File: config.mk
export PLATFORM = sky130hd
export DESIGN_NAME = traffic_phase_sequencer_flat
export DESIGN_NICKNAME = d
export VERILOG_FILES = /design/src/rtl/traffic_phase_sequencer_if.sv /design/src/rtl/traffic_phase_sequencer.sv /design/src/flat_wrapper.sv
export SDC_FILE = /design/constraint.sdc
export NUM_CORES = 1
export LEC_CHECK = 0
export ABC_CLOCK_PERIOD_IN_PS = 2800
export CORE_UTILIZATION = 52
export DETAILED_ROUTE_END_ITERATION = 10
export MAX_ROUTING_LAYER = met4
export PLACE_DENSITY = 0.8
export RECOVER_POWER = 100
export SETUP_SLACK_MARGIN = 0.15
export SYNTH_ARGS = -nofsm -noshare
export SYNTH_HDL_FRONTEND = slang
export SYNTH_SLANG_ARGS = --single-unit
File: constraint.sdc
create_clock -name CLOCK_50 -period 2.8 [get_ports CLOCK_50]
set_input_delay 0.42 -clock CLOCK_50 [delete_from_list [all_inputs] [get_ports CLOCK_50]]
set_output_delay 0.42 -clock CLOCK_50 [all_outputs]
set_load 0.02 [all_outputs]
File: src/rtl/traffic_phase_sequencer_if.sv
// Signal bundle for traffic_phase_sequencer: tick/sensor inputs, lamps and status outputs.
interface traffic_phase_sequencer_if;
    logic       tick;
    logic       sN;
    logic       sE;
    logic       ped_req;
    logic       GN;
    logic       YN;
    logic       RN;
    logic       GE;
    logic       YE;
    logic       RE;
    logic       walk;
    logic [2:0] phase;
    logic [5:0] remain;
    logic       ped_pending;

    modport master (
        output tick, sN, sE, ped_req,
        input  GN, YN, RN, GE, YE, RE, walk, phase, remain, ped_pending
    );

    modport slave (
        input  tick, sN, sE, ped_req,
        output GN, YN, RN, GE, YE, RE, walk, phase, remain, ped_pending
    );
endinterface

File: src/rtl/traffic_phase_sequencer.sv
// Two-approach intersection phase sequencer driven by a 1 Hz tick enable.
// Define PED_WALK_EN to enable the pedestrian latch, walk phase and walk lamp.
module traffic_phase_sequencer #(
    parameter int unsigned MIN_GREEN = 10,
    parameter int unsigned YELLOW_T  = 5,
    parameter int unsigned ALLRED_T  = 2,
    parameter int unsigned WALK_T    = 15
) (
    input logic                     CLOCK_50,
    input logic                     reset,
    traffic_phase_sequencer_if.slave bus
);

    typedef enum logic [2:0] {
        StGn   = 3'd0,
        StYn   = 3'd1,
        StAr1  = 3'd2,
        StGe   = 3'd3,
        StYe   = 3'd4,
        StAr2  = 3'd5,
        StWalk = 3'd6
    } state_e;

    localparam logic [5:0] MinGreen = 6'(MIN_GREEN);
    localparam logic [5:0] YellowT  = 6'(YELLOW_T);
    localparam logic [5:0] AllRedT  = 6'(ALLRED_T);
    localparam logic [5:0] WalkT    = 6'(WALK_T);

    state_e     state_q, state_d;
    logic [5:0] elapsed_q, elapsed_d, elapsed_inc;
    logic       n_pend_q, n_pend_d;
    logic       e_pend_q, e_pend_d;
    logic       p_pend_q;
    logic       next_dir_q, next_dir_d;  // 1 = East, 0 = North
    logic       entering;
    logic [5:0] duration;

    always_comb begin
        elapsed_inc = (elapsed_q == 6'd63) ? 6'd63 : elapsed_q + 6'd1;
        state_d     = state_q;
        unique case (state_q)
            StGn:   if (bus.tick && elapsed_inc >= MinGreen && (e_pend_q || p_pend_q))
                        state_d = StYn;
            StYn:   if (bus.tick && elapsed_inc == YellowT) state_d = StAr1;
            StAr1:  if (bus.tick && elapsed_inc == AllRedT) state_d = p_pend_q ? StWalk : StGe;
            StGe:   if (bus.tick && elapsed_inc >= MinGreen && (n_pend_q || p_pend_q))
                        state_d = StYe;
            StYe:   if (bus.tick && elapsed_inc == YellowT) state_d = StAr2;
            StAr2:  if (bus.tick && elapsed_inc == AllRedT) state_d = p_pend_q ? StWalk : StGn;
            StWalk: if (bus.tick && elapsed_inc == WalkT) state_d = next_dir_q ? StGe : StGn;
            default: state_d = StGn;  // illegal code 7 recovers without waiting for tick
        endcase

        entering   = (state_d != state_q);
        elapsed_d  = entering ? 6'd0 : (bus.tick ? elapsed_inc : elapsed_q);
        // Clear beats set: a request arriving on the serving entry is already being served.
        n_pend_d   = (entering && state_d == StGn) ? 1'b0 : (n_pend_q | bus.sN);
        e_pend_d   = (entering && state_d == StGe) ? 1'b0 : (e_pend_q | bus.sE);
        next_dir_d = next_dir_q;
        if (entering && state_d == StAr1) next_dir_d = 1'b1;
        if (entering && state_d == StAr2) next_dir_d = 1'b0;
    end

    always_ff @(posedge CLOCK_50 or posedge reset) begin
        if (reset) begin
            state_q    <= StGn;
            elapsed_q  <= 6'd0;
            n_pend_q   <= 1'b0;
            e_pend_q   <= 1'b0;
            next_dir_q <= 1'b1;
        end else begin
            state_q    <= state_d;
            elapsed_q  <= elapsed_d;
            n_pend_q   <= n_pend_d;
            e_pend_q   <= e_pend_d;
            next_dir_q <= next_dir_d;
        end
    end

`ifdef PED_WALK_EN
    always_ff @(posedge CLOCK_50 or posedge reset) begin
        if (reset) begin
            p_pend_q <= 1'b0;
        end else if (entering && state_d == StWalk) begin
            p_pend_q <= 1'b0;
        end else begin
            p_pend_q <= p_pend_q | bus.ped_req;
        end
    end
    assign bus.walk = (state_q == StWalk);
`else
    assign p_pend_q = 1'b0;
    assign bus.walk = 1'b0;
`endif

    assign bus.ped_pending = p_pend_q;
    assign bus.phase       = state_q;

    always_comb begin
        bus.GN   = 1'b1;
        bus.YN   = 1'b1;
        bus.RN   = 1'b1;
        bus.GE   = 1'b1;
        bus.YE   = 1'b1;
        bus.RE   = 1'b1;
        duration = 6'd0;
        unique case (state_q)
            StGn:   begin bus.GN = 1'b0; bus.RE = 1'b0; duration = MinGreen; end
            StYn:   begin bus.YN = 1'b0; bus.RE = 1'b0; duration = YellowT;  end
            StAr1:  begin bus.RN = 1'b0; bus.RE = 1'b0; duration = AllRedT;  end
            StGe:   begin bus.GE = 1'b0; bus.RN = 1'b0; duration = MinGreen; end
            StYe:   begin bus.YE = 1'b0; bus.RN = 1'b0; duration = YellowT;  end
            StAr2:  begin bus.RN = 1'b0; bus.RE = 1'b0; duration = AllRedT;  end
            StWalk: begin bus.RN = 1'b0; bus.RE = 1'b0; duration = WalkT;    end
            default: begin bus.RN = 1'b0; bus.RE = 1'b0; end
        endcase
        bus.remain = (elapsed_q >= duration) ? 6'd0 : duration - elapsed_q;
    end

endmodule

File: src/flat_wrapper.sv
// flat-port wrapper written by rule: the top's interface ports become plain ports
module traffic_phase_sequencer_flat 
#(
    parameter int unsigned MIN_GREEN = 10,
    parameter int unsigned YELLOW_T  = 5,
    parameter int unsigned ALLRED_T  = 2,
    parameter int unsigned WALK_T    = 15
)
  (CLOCK_50, reset, bus_tick, bus_sN, bus_sE, bus_ped_req, bus_GN, bus_YN, bus_RN, bus_GE, bus_YE, bus_RE, bus_walk, bus_phase, bus_remain, bus_ped_pending);
  traffic_phase_sequencer_if bus_i ();
  input logic CLOCK_50;
  input logic reset;
  input wire logic [$bits(bus_i.tick)-1:0] bus_tick;
  input wire logic [$bits(bus_i.sN)-1:0] bus_sN;
  input wire logic [$bits(bus_i.sE)-1:0] bus_sE;
  input wire logic [$bits(bus_i.ped_req)-1:0] bus_ped_req;
  output wire logic [$bits(bus_i.GN)-1:0] bus_GN;
  output wire logic [$bits(bus_i.YN)-1:0] bus_YN;
  output wire logic [$bits(bus_i.RN)-1:0] bus_RN;
  output wire logic [$bits(bus_i.GE)-1:0] bus_GE;
  output wire logic [$bits(bus_i.YE)-1:0] bus_YE;
  output wire logic [$bits(bus_i.RE)-1:0] bus_RE;
  output wire logic [$bits(bus_i.walk)-1:0] bus_walk;
  output wire logic [$bits(bus_i.phase)-1:0] bus_phase;
  output wire logic [$bits(bus_i.remain)-1:0] bus_remain;
  output wire logic [$bits(bus_i.ped_pending)-1:0] bus_ped_pending;
  assign bus_i.tick = bus_tick;
  assign bus_i.sN = bus_sN;
  assign bus_i.sE = bus_sE;
  assign bus_i.ped_req = bus_ped_req;
  assign bus_GN = bus_i.GN;
  assign bus_YN = bus_i.YN;
  assign bus_RN = bus_i.RN;
  assign bus_GE = bus_i.GE;
  assign bus_YE = bus_i.YE;
  assign bus_RE = bus_i.RE;
  assign bus_walk = bus_i.walk;
  assign bus_phase = bus_i.phase;
  assign bus_remain = bus_i.remain;
  assign bus_ped_pending = bus_i.ped_pending;
  traffic_phase_sequencer #(.MIN_GREEN(MIN_GREEN), .YELLOW_T(YELLOW_T), .ALLRED_T(ALLRED_T), .WALK_T(WALK_T)) u_core (.CLOCK_50(CLOCK_50), .reset(reset), .bus(bus_i));
endmodule
==> results of run 1 <==
[worst max-delay path by stage]
stage	slack, ps	start	endpoint	cells past startpoint
final	30	u_core.bus.phase[0]	bus_remain[5]	12
after global routing	-80	u_core.bus.phase[0]	bus_remain[5]	12
after CTS	20	u_core.bus.phase[0]	bus_remain[5]	12
after detailed placement	-50	u_core.bus.phase[0]	bus_remain[5]	12
after global placement	-40	u_core.bus.phase[0]	bus_remain[5]	12
after floorplan	120	u_core.bus.phase[2]	bus_remain[5]	11
[area by class of cell]
cell class | instances | area [sq um] | share of cell area, %
well taps | 28 | 35.0 | 2.04
repair buffers | 52 | 435 | 25.3
multi-input cells | 113 | 855 | 49.7
clock buffers | 4 | 36.3 | 2.11
flip-flops and latches | 12 | 304 | 17.7
inverters | 14 | 52.6 | 3.06
[synth_stat cells (2+ instances only)]
master | instances | area [sq um]
sky130_fd_sc_hd__or3_1 | 3 | 18.8
sky130_fd_sc_hd__nand2_1 | 11 | 41.3
sky130_fd_sc_hd__ha_1 | 7 | 87.6
sky130_fd_sc_hd__clkbuf_1 | 4 | 15.0
sky130_fd_sc_hd__xor2_1 | 2 | 17.5
sky130_fd_sc_hd__nor2b_1 | 4 | 25.0
sky130_fd_sc_hd__nand3_1 | 6 | 30.0
sky130_fd_sc_hd__o21ai_0 | 7 | 35.0
sky130_fd_sc_hd__buf_4 | 3 | 22.5
sky130_fd_sc_hd__mux2i_1 | 2 | 20.0
sky130_fd_sc_hd__nand4_1 | 4 | 25.0
sky130_fd_sc_hd__and2_1 | 3 | 18.8
sky130_fd_sc_hd__xnor2_1 | 3 | 26.3
sky130_fd_sc_hd__nor2_1 | 16 | 60.1
sky130_fd_sc_hd__buf_2 | 2 | 10.0
sky130_fd_sc_hd__and3_1 | 2 | 12.5
sky130_fd_sc_hd__a21oi_1 | 7 | 35.0
sky130_fd_sc_hd__nor3_2 | 2 | 20.0
sky130_fd_sc_hd__o211ai_1 | 2 | 15.0
sky130_fd_sc_hd__inv_1 | 14 | 52.6
sky130_fd_sc_hd__dfrtp_1 | 11 | 275
sky130_fd_sc_hd__a21o_1 | 2 | 15.0
sky130_fd_sc_hd__o311a_1 | 2 | 20.0
sky130_fd_sc_hd__nand2b_1 | 2 | 12.5
[routing by layer]
layer / wire length [um] / GRT usage [%] / up-vias / share of wire [%]
li1: - / - / 620 / -
met1: 1440 / 39.0 / 609 / 43
met2: 1650 / 47.3 / 56 / 50
met3: 194 / 2.47 / 4 / 5.8
met4: 30 / 9.05 / 0 / 0.90
met5: 0 / - / - / 0
[state kept, by name (all words and copies together), names as in the netlist]
register           cells
u_core.elapsed_q       6
u_core.n_pend_q        1
u_core.bus.phase       3
u_core.e_pend_q        1
u_core.next_dir_q      1
[worst max-delay path, stage by stage (launching register included)]
cell                       delay (ps)
sky130_fd_sc_hd__dfrtp_1          420
sky130_fd_sc_hd__buf_6            140
sky130_fd_sc_hd__nand2_4           60
sky130_fd_sc_hd__a21boi_4         170
sky130_fd_sc_hd__ha_2             180
sky130_fd_sc_hd__inv_2             40
sky130_fd_sc_hd__fa_2             350
sky130_fd_sc_hd__a21oi_2          120
sky130_fd_sc_hd__nor2b_1           50
sky130_fd_sc_hd__o211ai_1         140
sky130_fd_sc_hd__buf_4            180
sky130_fd_sc_hd__a211oi_2          40
sky130_fd_sc_hd__buf_4            160
[timing repair]
| item | in CTS | in global routing |
|---|---|---|
| pin swaps | 4 | 8 |
| cloned | 0 | 0 |
| gates resized for setup | 33 | 7 |
| endpoints found under the setup margin | 7 | 11 |
| buffers inserted | 3 | 3 |
[power groups by stage]
stage | sequential [mW] | combinational, mW | clock [mW]
after floorplan | 0.279 | 0.926 | 0
after global placement | 0.281 | 1.50 | 0
after detailed placement | 0.284 | 1.54 | 0
after CTS | 0.282 | 1.63 | 0.145
after global routing | 0.290 | 1.76 | 0.153
final | 0.286 | 1.63 | 0.143
[per-stage QoR]
stage / instance area (sq um) / cells
floorplan: 1270 / 150
global placement: 1620 / 213
detailed placement: 1620 / 213
CTS: 1700 / 220
global route: 1720 / 223
finish: 1720 / 223
[cells by family (layout without fill, tap and decap cells)]
kind of cell | after synthesis | in the layout
AO/OA/AOI/OAI | 38 | 38
XOR/XNOR | 5 | 5
adder cells (fa/ha/maj) | 8 | 8
buffers and inverters | 25 | 70
flip-flops | 12 | 12
multiplexers | 2 | 2
other | 1 | 3
AND/OR/NAND/NOR | 57 | 57
==> results.py, run 1 <==
metrics = {
    "run_status": {
        "status": "finished clean",
    },
    "sta": {
        "rsz0062_at_grt": "yes",
        "setup-violations-final": 0,
        "fmax_mhz": 361,
        "final_period_minus_worst_setup_slack_ps": 2770,
        "final_hold_violating_endpoints": 0,
        "finalHoldWorstSlack_ps": 483,
        "finalMaxSlewViolations": 0,
        "timing.setup.tns_ps": 0,
        "period_share_pct": 98.9,
        "final.setup_skew_ps": 2.62,
        "postLayoutSetupSlackWorst_ps": 31.0,
    },
    "logic_synthesis": {
        "synthesis.area_sq_um": 1200,
        "yosys_register_bits": 12,
        "yosys_most_used_dff": "sky130_fd_sc_hd__dfrtp_1",
        "synthCells": 148,
        "synth-seq-area-share_pct": 25.1,
        "synth_simple_gate_area_share_pct": 25.0,
        "synth_enable_flop_cells": 0,
        "synth-xor-area-share_pct": 3.64,
        "synth_area_in_compound_gates_pct": 25.8,
        "syn_area_per_cell_sq_um": 8.12,
        "async_flop_share_pct": 100,
        "ys_types": 51,
        "synth-adder-area-share_pct": 8.95,
        "dominant_combinational_cell_family_by_area_after_synthesis": "compound AO/OA/AOI/OAI gates",
        "yosys_warnings": 0,
        "post_synth_mux_area_share_pct": 1.66,
    },
    "pwr": {
        "pwr_density_cell_nw_per_um2": 1200,
        "power_frac_seq_pct": 13.9,
        "swShare_pct": 46.2,
        "worst_ir_drop_vdd_mv": 0.972,
        "cellLeakagePower_nw": 0.796,
        "internal_power_mw": 1.11,
        "power.share.clock_pct": 6.9,
        "power_mw": 2.06,
        "power_spent_charging_and_discharging_nets_mw": 0.953,
        "combPwrFrac_pct": 79.2,
    },
    "floorplan": {
        "fp.coreArea_sq_um": 2190,
        "fp.dieH_um": 50.1,
        "initial_utilization_pct": 54.9,
        "die_w_um": 50.1,
        "pin_count": 23,
        "site_rows": 17,
        "fp.dieArea_sq_um": 2510,
    },
    "cts": {
        "clock_insertion_delay_worst_skew_ps": 280,
        "clkTransAtPathRegs_ps": 80,
        "number_of_buffers_created_by_cts": 3,
        "postCtsHoldBufs": 0,
        "ctsHtreeMaxLevel": 1,
        "cts_tree": "done",
        "clock_sink_count": 12,
        "clk_path_buf_depth": 2,
        "root_buffer": "sky130_fd_sc_hd__clkbuf_4",
    },
    "detailed_routing": {
        "detail_route.drc_violations": 0,
        "routedWlPerCell_um": 14.9,
        "detail-route-antenna-nets": 0,
        "detailedRoute.firstIterationViolations": 69,
        "route.detailed.vias_per_inst": 5.78,
        "route.vias.total": 1289,
        "drt-pass1-iter-count": 4,
        "total_length_of_routed_wires_um": 3320,
    },
    "global_route": {
        "grt_util_all_layers_pct": 29.5,
        "grt.overflow.total": 0,
        "initial_antenna_violation_count": 0,
        "maximum_number_of_pins_on_one_net_before_global_route_repair": 13,
        "vias_in_the_first_global_route": 1144,
        "grt_pass1_wl_um": 5440,
    },
    "layout": {
        "mostFrequentLayoutCell": "sky130_fd_sc_hd__buf_4",
        "layout.filler_cells": 146,
        "num-nets-final": 210,
        "growth_of_design_area_from_synthesis_to_finish_pct": 42.9,
        "most-common-layout-cells": "sky130_fd_sc_hd__buf_4, sky130_fd_sc_hd__inv_1, sky130_fd_sc_hd__nor2_1",
        "share_of_post_route_cells_with_drive_strength_above_1_pct": 34.4,
        "post_route_utilization_pct": 78.4,
        "antenna_cells": 0,
    },
    "worst_setup_path": {
        "rrSetupSlack_ps": 50,
        "worst_setup_path_end_kind": "output pin",
        "worst-endpoint-arrival_ps": 2350,
        "r2r-end": "u_core.elapsed_q[0]",
        "crit_path_class": "flip-flop to output pin",
        "timing.critical_path.from_type": "flip-flop",
        "timing.critical_path.required_ps": 2380,
        "crit_path_max_fanout": 5,
        "beginning_of_the_worst_register_to_register_path": "u_core.elapsed_q[0]",
        "reg2reg_depth": 9,
    },
    "place": {
        "finalWeightedCongestion": 0.979,
        "post-dp-hpwl_um": 2420,
        "place.port_buffers": 18,
        "place_ws_ps": -54.9,
    },
    "hold_path": {
        "hold_depth": 2,
        "min-delay-path-class": "flip-flop to flip-flop",
        "timing.hold.worst.start": "u_core.next_dir_q",
        "hold-path-endpoint": "u_core.next_dir_q",
    },
    "job": {
        "max_cap_viol_count": 0,
    },
}
(Power assumes the default switching activity.)
==> inputs of run 2 (changes only) <==
--- a/config.mk
+++ b/config.mk
@@ -6,6 +6,7 @@
 export NUM_CORES = 1
 export LEC_CHECK = 0
 export ABC_CLOCK_PERIOD_IN_PS = 2800
+export CORE_MARGIN = 2
 export CORE_UTILIZATION = 52
 export DETAILED_ROUTE_END_ITERATION = 10
 export MAX_ROUTING_LAYER = met4
==> results.py, run 2 (same netlist as run 1, synthesis figures left out) <==
metrics = {
    "layout": {
        "largest_register_by_flop_count": "u_core.elapsed_q",
        "mostFrequentLayoutCell": "sky130_fd_sc_hd__buf_4",
        "most-common-layout-cells": "sky130_fd_sc_hd__buf_4, sky130_fd_sc_hd__inv_1, sky130_fd_sc_hd__nand2_1",
        "num-nets-final": 211,
        "layout.cell_area.non_filler_sq_um": 1780,
        "share_of_post_route_cells_with_drive_strength_above_1_pct": 39.3,
        "post_route_utilization_pct": 81.4,
        "largest_reg_flops": 6,
        "antenna_cells": 0,
        "growth_of_design_area_from_synthesis_to_finish_pct": 48.4,
    },
    "floorplan": {
        "site_rows": 17,
        "initial_utilization_pct": 54.9,
        "fp.dieArea_sq_um": 2710,
        "die_w_um": 52.1,
        "pin_count": 23,
        "fp.coreArea_sq_um": 2190,
        "fp.dieH_um": 52.1,
    },
    "global_route": {
        "initial_antenna_violation_count": 0,
        "maximum_number_of_pins_on_one_net_before_global_route_repair": 13,
        "grt.overflow.total": 0,
        "vias_in_the_first_global_route": 1230,
        "grt_pass1_wl_um": 5520,
        "grt_util_all_layers_pct": 28.8,
    },
    "place": {
        "post-dp-hpwl_um": 2670,
        "finalWeightedCongestion": 0.843,
        "place_ws_ps": -150,
        "place_area_sq_um": 1620,
        "place.port_buffers": 18,
    },
    "worst_setup_path": {
        "cp.buffers_inverters": 2,
        "timing.critical_path.from_type": "flip-flop",
        "timing.critical_path.required_ps": 3020,
        "library_cell_contributing_the_largest_single_delay_on_the_critical_path": "sky130_fd_sc_hd__dfrtp_1",
        "crit_path_class": "flip-flop to flip-flop",
        "beginning_of_the_worst_register_to_register_path": "u_core.elapsed_q[0]",
        "critical_path.top_delay_family": "compound AO/OA/AOI/OAI gates",
        "crit_chain": "ha_2 -> buf_4 -> nand3_1 -> o31a_1 -> a2111oi_4 -> o221ai_1 -> a211oi_4 -> a21oi_2 -> buf_6 -> nor3_4",
        "crit_path_start": "u_core.elapsed_q[0]",
        "worst-endpoint-arrival_ps": 3070,
        "crit_path_max_fanout": 8,
        "cpPeakStageDelay_ps": 480,
        "worst_setup_path_end_kind": "flip-flop",
    },
    "sta": {
        "rsz0062_at_grt": "yes",
        "period_share_pct": 102,
        "fmax_mhz": 352,
        "final_period_minus_worst_setup_slack_ps": 2840,
        "relSlewSlack_pct": 65.5,
        "postLayoutSetupSlackWorst_ps": -43.0,
        "actual_slew_at_the_worst_max_slew_pin_ps": 517,
        "setup-violations-final": 5,
        "finalMaxSlewViolations": 0,
        "final.setup_skew_ps": 5.61,
        "final_hold_violating_endpoints": 0,
    },
    "detailed_routing": {
        "routedWlPerCell_um": 18.2,
        "route.vias.total": 1394,
        "detail_route.drc_violations": 0,
        "route.detailed.vias_per_inst": 6.22,
        "detail-route-antenna-nets": 0,
        "total_length_of_routed_wires_um": 4070,
        "drt-pass1-iter-count": 5,
        "detailedRoute.firstIterationViolations": 120,
    },
    "cts": {
        "ctsHtreeMaxLevel": 1,
        "cts_tree": "done",
        "root_buffer": "sky130_fd_sc_hd__clkbuf_4",
        "postCtsHoldBufs": 0,
        "clkTransAtPathRegs_ps": 90,
        "number_of_buffers_created_by_cts": 3,
        "clock_sink_count": 12,
        "clk_path_buf_depth": 2,
        "clock_insertion_delay_worst_skew_ps": 300,
    },
    "pwr": {
        "cellLeakagePower_nw": 0.806,
        "pwr_density_cell_nw_per_um2": 1260,
        "power_mw": 2.25,
        "worst_ir_drop_vdd_mv": 1.13,
    },
    "run_status": {
        "status": "finished, violations left",
        "violations": "negative setup slack",
    },
    "job": {
        "max_cap_viol_count": 0,
    },
    "hold_path": {
        "min-delay-path-class": "flip-flop to flip-flop",
        "timing.hold.worst.start": "u_core.next_dir_q",
    },
}
-- run 2: cell types whose count changed in the layout (fill, tap and decap cells not counted), sizes merged --
cell | previous run | this run
buf | 38 | 39
clkbuf | 5 | 6
dlygate4sd3 | 10 | 9
-- run 2: what timing repair did --
item	in CTS	in global routing
pin swaps	3	16
setup buffers	3	4
gates resized for setup	32	22
endpoints found under the setup margin	11	13
-- run 2: area by class of cell --
| cell class | count | area [sq um] |
|---|---|---|
| clock buffer | 4 | 36.3 |
| fill | 135 | 407 |
| inverter | 14 | 52.6 |
| multi-input combinational | 113 | 906 |
| sequential | 12 | 304 |
| tap | 28 | 35.0 |
| timing repair buffer | 53 | 450 |
-- run 2: worst reg2reg max path, delay by kind of cell, from the launching register on --
| kind | cells | cell delay [ps] |
|---|---|---|
| AO/OA/AOI/OAI | 5 | 1470 |
| AND/OR/NAND/NOR | 2 | 220 |
| flip-flops | 1 | 480 |
| adder cells (fa/ha/maj) | 1 | 310 |
| buffers and inverters | 2 | 300 |
-- run 2: worst paths after layout --
check,depth (start not counted),to,slack [ps]
max,10,u_core.elapsed_q[2],-40
min,2,u_core.next_dir_q,530
max reg2reg,10,u_core.elapsed_q[2],-40
min reg2reg,2,u_core.next_dir_q,530
max in group asynchronous,2,u_core.elapsed_q[1],1850
min in group asynchronous,2,u_core.elapsed_q[2],580
-- run 2: per-layer routing --
layer,part of all wire (%),routed length [um],track usage [%],vias up
li1,-,-,-,611
met1,34,1390,32.6,663
met2,51,2070,50.2,100
met3,9.9,402,6.03,20
met4,5.2,212,9.65,0
met5,0,0,-,-
-- run 2: metrics by stage --
step,cells,hold slack (ps),TNS [ps]
floorplan,150,284,0
global placement,213,458,-222
detailed placement,213,469,-683
CTS,220,455,-16.4
global route,224,554,-929
finish,224,533,-141
-- run 2: power by group --
part	leakage [nW]	internal, mW	switching, mW	total (mW)
Clock	0.0210	0.0795	0.0712	0.151
Combinational	0.638	0.878	0.932	1.81
Sequential	0.147	0.226	0.0642	0.290
Total	0.806	1.18	1.07	2.25
==> inputs of run 3 (changes only) <==
--- a/config.mk
+++ b/config.mk
@@ -9,6 +9,7 @@
 export CORE_MARGIN = 2
 export CORE_UTILIZATION = 52
 export DETAILED_ROUTE_END_ITERATION = 10
+export GPL_TIMING_DRIVEN = 0
 export MAX_ROUTING_LAYER = met4
 export PLACE_DENSITY = 0.8
 export RECOVER_POWER = 100
==> results.py, run 3 (same netlist as run 1, synthesis figures left out) <==
metrics = {
    "layout": {
        "most-common-layout-cells": "sky130_fd_sc_hd__buf_4, sky130_fd_sc_hd__inv_1, sky130_fd_sc_hd__nor2_1, sky130_fd_sc_hd__nand2_1",
        "mostFrequentLayoutCell": "sky130_fd_sc_hd__buf_4",
        "largest_register_by_flop_count": "u_core.elapsed_q",
        "finish.cell_count_without_fillers": 216,
        "share_of_post_route_cells_with_drive_strength_above_1_pct": 35.1,
        "num-nets-final": 203,
        "antenna_cells": 0,
        "layout.filler_cells": 154,
        "growth_of_design_area_from_synthesis_to_finish_pct": 42.8,
        "largest_reg_flops": 6,
    },
    "run_status": {
        "status": "finished clean",
    },
    "worst_setup_path": {
        "cpPeakStageDelay_ps": 380,
        "cp.buffers_inverters": 4,
        "worst_setup_path_end_kind": "output pin",
        "beginning_of_the_worst_register_to_register_path": "u_core.elapsed_q[1]",
        "crit_path_max_fanout": 6,
        "crit_chain": "buf_8 -> nor2_4 -> nand2_4 -> a21boi_4 -> ha_2 -> inv_2 -> fa_2 -> a21oi_2 -> nor2b_1 -> o211ai_1 -> buf_4 -> nor2_2 -> buf_6",
        "critical_path.top_delay_family": "adder cells",
        "crit_path_class": "flip-flop to output pin",
        "timing.critical_path.from_type": "flip-flop",
        "worst-endpoint-arrival_ps": 2360,
        "rrSetupSlack_ps": 60,
        "reg2reg_depth": 10,
        "library_cell_contributing_the_largest_single_delay_on_the_critical_path": "sky130_fd_sc_hd__dfrtp_2",
        "crit_cells": 13,
        "timing.critical_path.required_ps": 2380,
        "r2r-end": "u_core.next_dir_q",
    },
    "sta": {
        "finalHoldWorstSlack_ps": 475,
        "actual_slew_at_the_worst_max_slew_pin_ps": 516,
        "rsz0062_at_grt": "yes",
        "finalMaxSlewViolations": 0,
        "period_share_pct": 99.4,
        "final_period_minus_worst_setup_slack_ps": 2780,
        "timing.setup.tns_ps": 0,
        "relSlewSlack_pct": 65.5,
        "fmax_mhz": 359,
        "setup-violations-final": 0,
        "final_hold_violating_endpoints": 0,
        "final.setup_skew_ps": 9.96,
    },
    "pwr": {
        "pwr_density_cell_nw_per_um2": 1200,
        "power_mw": 2.05,
        "cellLeakagePower_nw": 0.761,
        "worst_ir_drop_vdd_mv": 1.09,
    },
    "cts": {
        "clock_insertion_delay_worst_skew_ps": 290,
        "ctsHtreeMaxLevel": 1,
        "number_of_buffers_created_by_cts": 3,
        "clkTransAtPathRegs_ps": 70,
        "clk_path_buf_depth": 2,
        "cts_tree": "done",
        "root_buffer": "sky130_fd_sc_hd__clkbuf_4",
        "clock_sink_count": 12,
    },
    "place": {
        "dpl.cell_count": 196,
        "place.port_buffers": 18,
        "finalWeightedCongestion": 0.860,
        "post-dp-hpwl_um": 2170,
    },
    "detailed_routing": {
        "total_length_of_routed_wires_um": 3160,
        "routedWlPerCell_um": 14.6,
        "detail-route-antenna-nets": 0,
        "route.vias.total": 1239,
        "route.detailed.vias_per_inst": 5.74,
        "drt-pass1-iter-count": 5,
        "detailedRoute.firstIterationViolations": 46,
        "detail_route.drc_violations": 0,
    },
    "job": {
        "max_cap_viol_count": 0,
    },
    "floorplan": {
        "die_w_um": 52.1,
        "fp.coreArea_sq_um": 2190,
        "initial_utilization_pct": 54.9,
        "site_rows": 17,
        "fp.dieArea_sq_um": 2710,
        "fp.dieH_um": 52.1,
        "pin_count": 23,
    },
    "global_route": {
        "grt_pass1_wl_um": 5040,
        "initial_antenna_violation_count": 0,
        "vias_in_the_first_global_route": 1165,
        "grt_util_all_layers_pct": 25.9,
        "maximum_number_of_pins_on_one_net_before_global_route_repair": 13,
        "grt.overflow.total": 0,
    },
    "hold_path": {
        "min-delay-path-class": "flip-flop to flip-flop",
        "hold-path-endpoint": "u_core.next_dir_q",
        "hold_depth": 2,
        "timing.hold.worst.start": "u_core.next_dir_q",
    },
}
run 3: cell types whose count changed in the layout (fill, tap and decap cells not counted), sizes merged:
cell	before	now
buf	39	29
clkdlybuf4s50	3	5
clkbuf	6	7
dlygate4sd3	9	8
run 3: how the worst max path moves through the flow:
stage / endpoint / slack [ps] / startpoint
final: bus_remain[3] / 20 / u_core.bus.phase[2]
after global routing: bus_remain[3] / -90 / u_core.bus.phase[2]
after floorplan: bus_remain[5] / 120 / u_core.bus.phase[2]
after CTS: bus_remain[0] / 10 / u_core.bus.phase[2]
after global placement: bus_remain[0] / -290 / u_core.bus.phase[1]
after detailed placement: bus_remain[0] / -360 / u_core.bus.phase[0]
run 3: layer usage:
metal / vias up / wire, um / track usage (%)
met5: - / 0 / -
met2: 49 / 1560 / 43.2
met4: 0 / 61 / 13.2
met1: 584 / 1340 / 31.5
met3: 8 / 197 / 1.72
li1: 598 / - / -
run 3: stage by stage:
stage          instance area, sq um  setup WS, ps  utilization [%]
6_report                       1720          15.4             78.4
5_1_grt                        1720         -86.3             78.4
4_1_cts                        1610          11.1             73.4
3_5_place_dp                   1480          -361             67.7
3_3_place_gp                   1480          -290             67.7
2_1_floorplan                  1270           115                -
run 3: where the power goes:
part | internal, mW | switching [mW] | total (mW) | leakage (nW)
registers | 0.227 | 0.0519 | 0.279 | 0.146
clock network | 0.0555 | 0.0664 | 0.122 | 0.0150
logic | 0.790 | 0.862 | 1.65 | 0.600
run 3: worst register-to-register path, delay by kind of cell (launching register included):
kind	cells	cell delay [ps]
adders and majority gates	1	170
buffers and inverters	2	350
and+or+nand+nor	2	380
AOI/OAI and AO/OA	4	1160
DFF	1	470
xor gates and xnor gates	1	160
run 3: repair_timing:
action / CTS / global route
buffers inserted: 11 / 5
setup endpoints to repair: 11 / 14
pin swaps: 3 / 9
hold buffers: 0 / 0
gates resized for setup: 34 / 22
run 3: layout make-up:
cell class	count	area [sq um]	area share [%]
Multi-Input combinational cell	113	908	52.9
Inverter	14	52.6	3.06
Clock buffer	4	26.3	1.53
Sequential cell	12	305	17.8
Timing Repair Buffer	34	300	17.5
Buffer	11	88.8	5.17
Tap cell	28	35.0	2.04
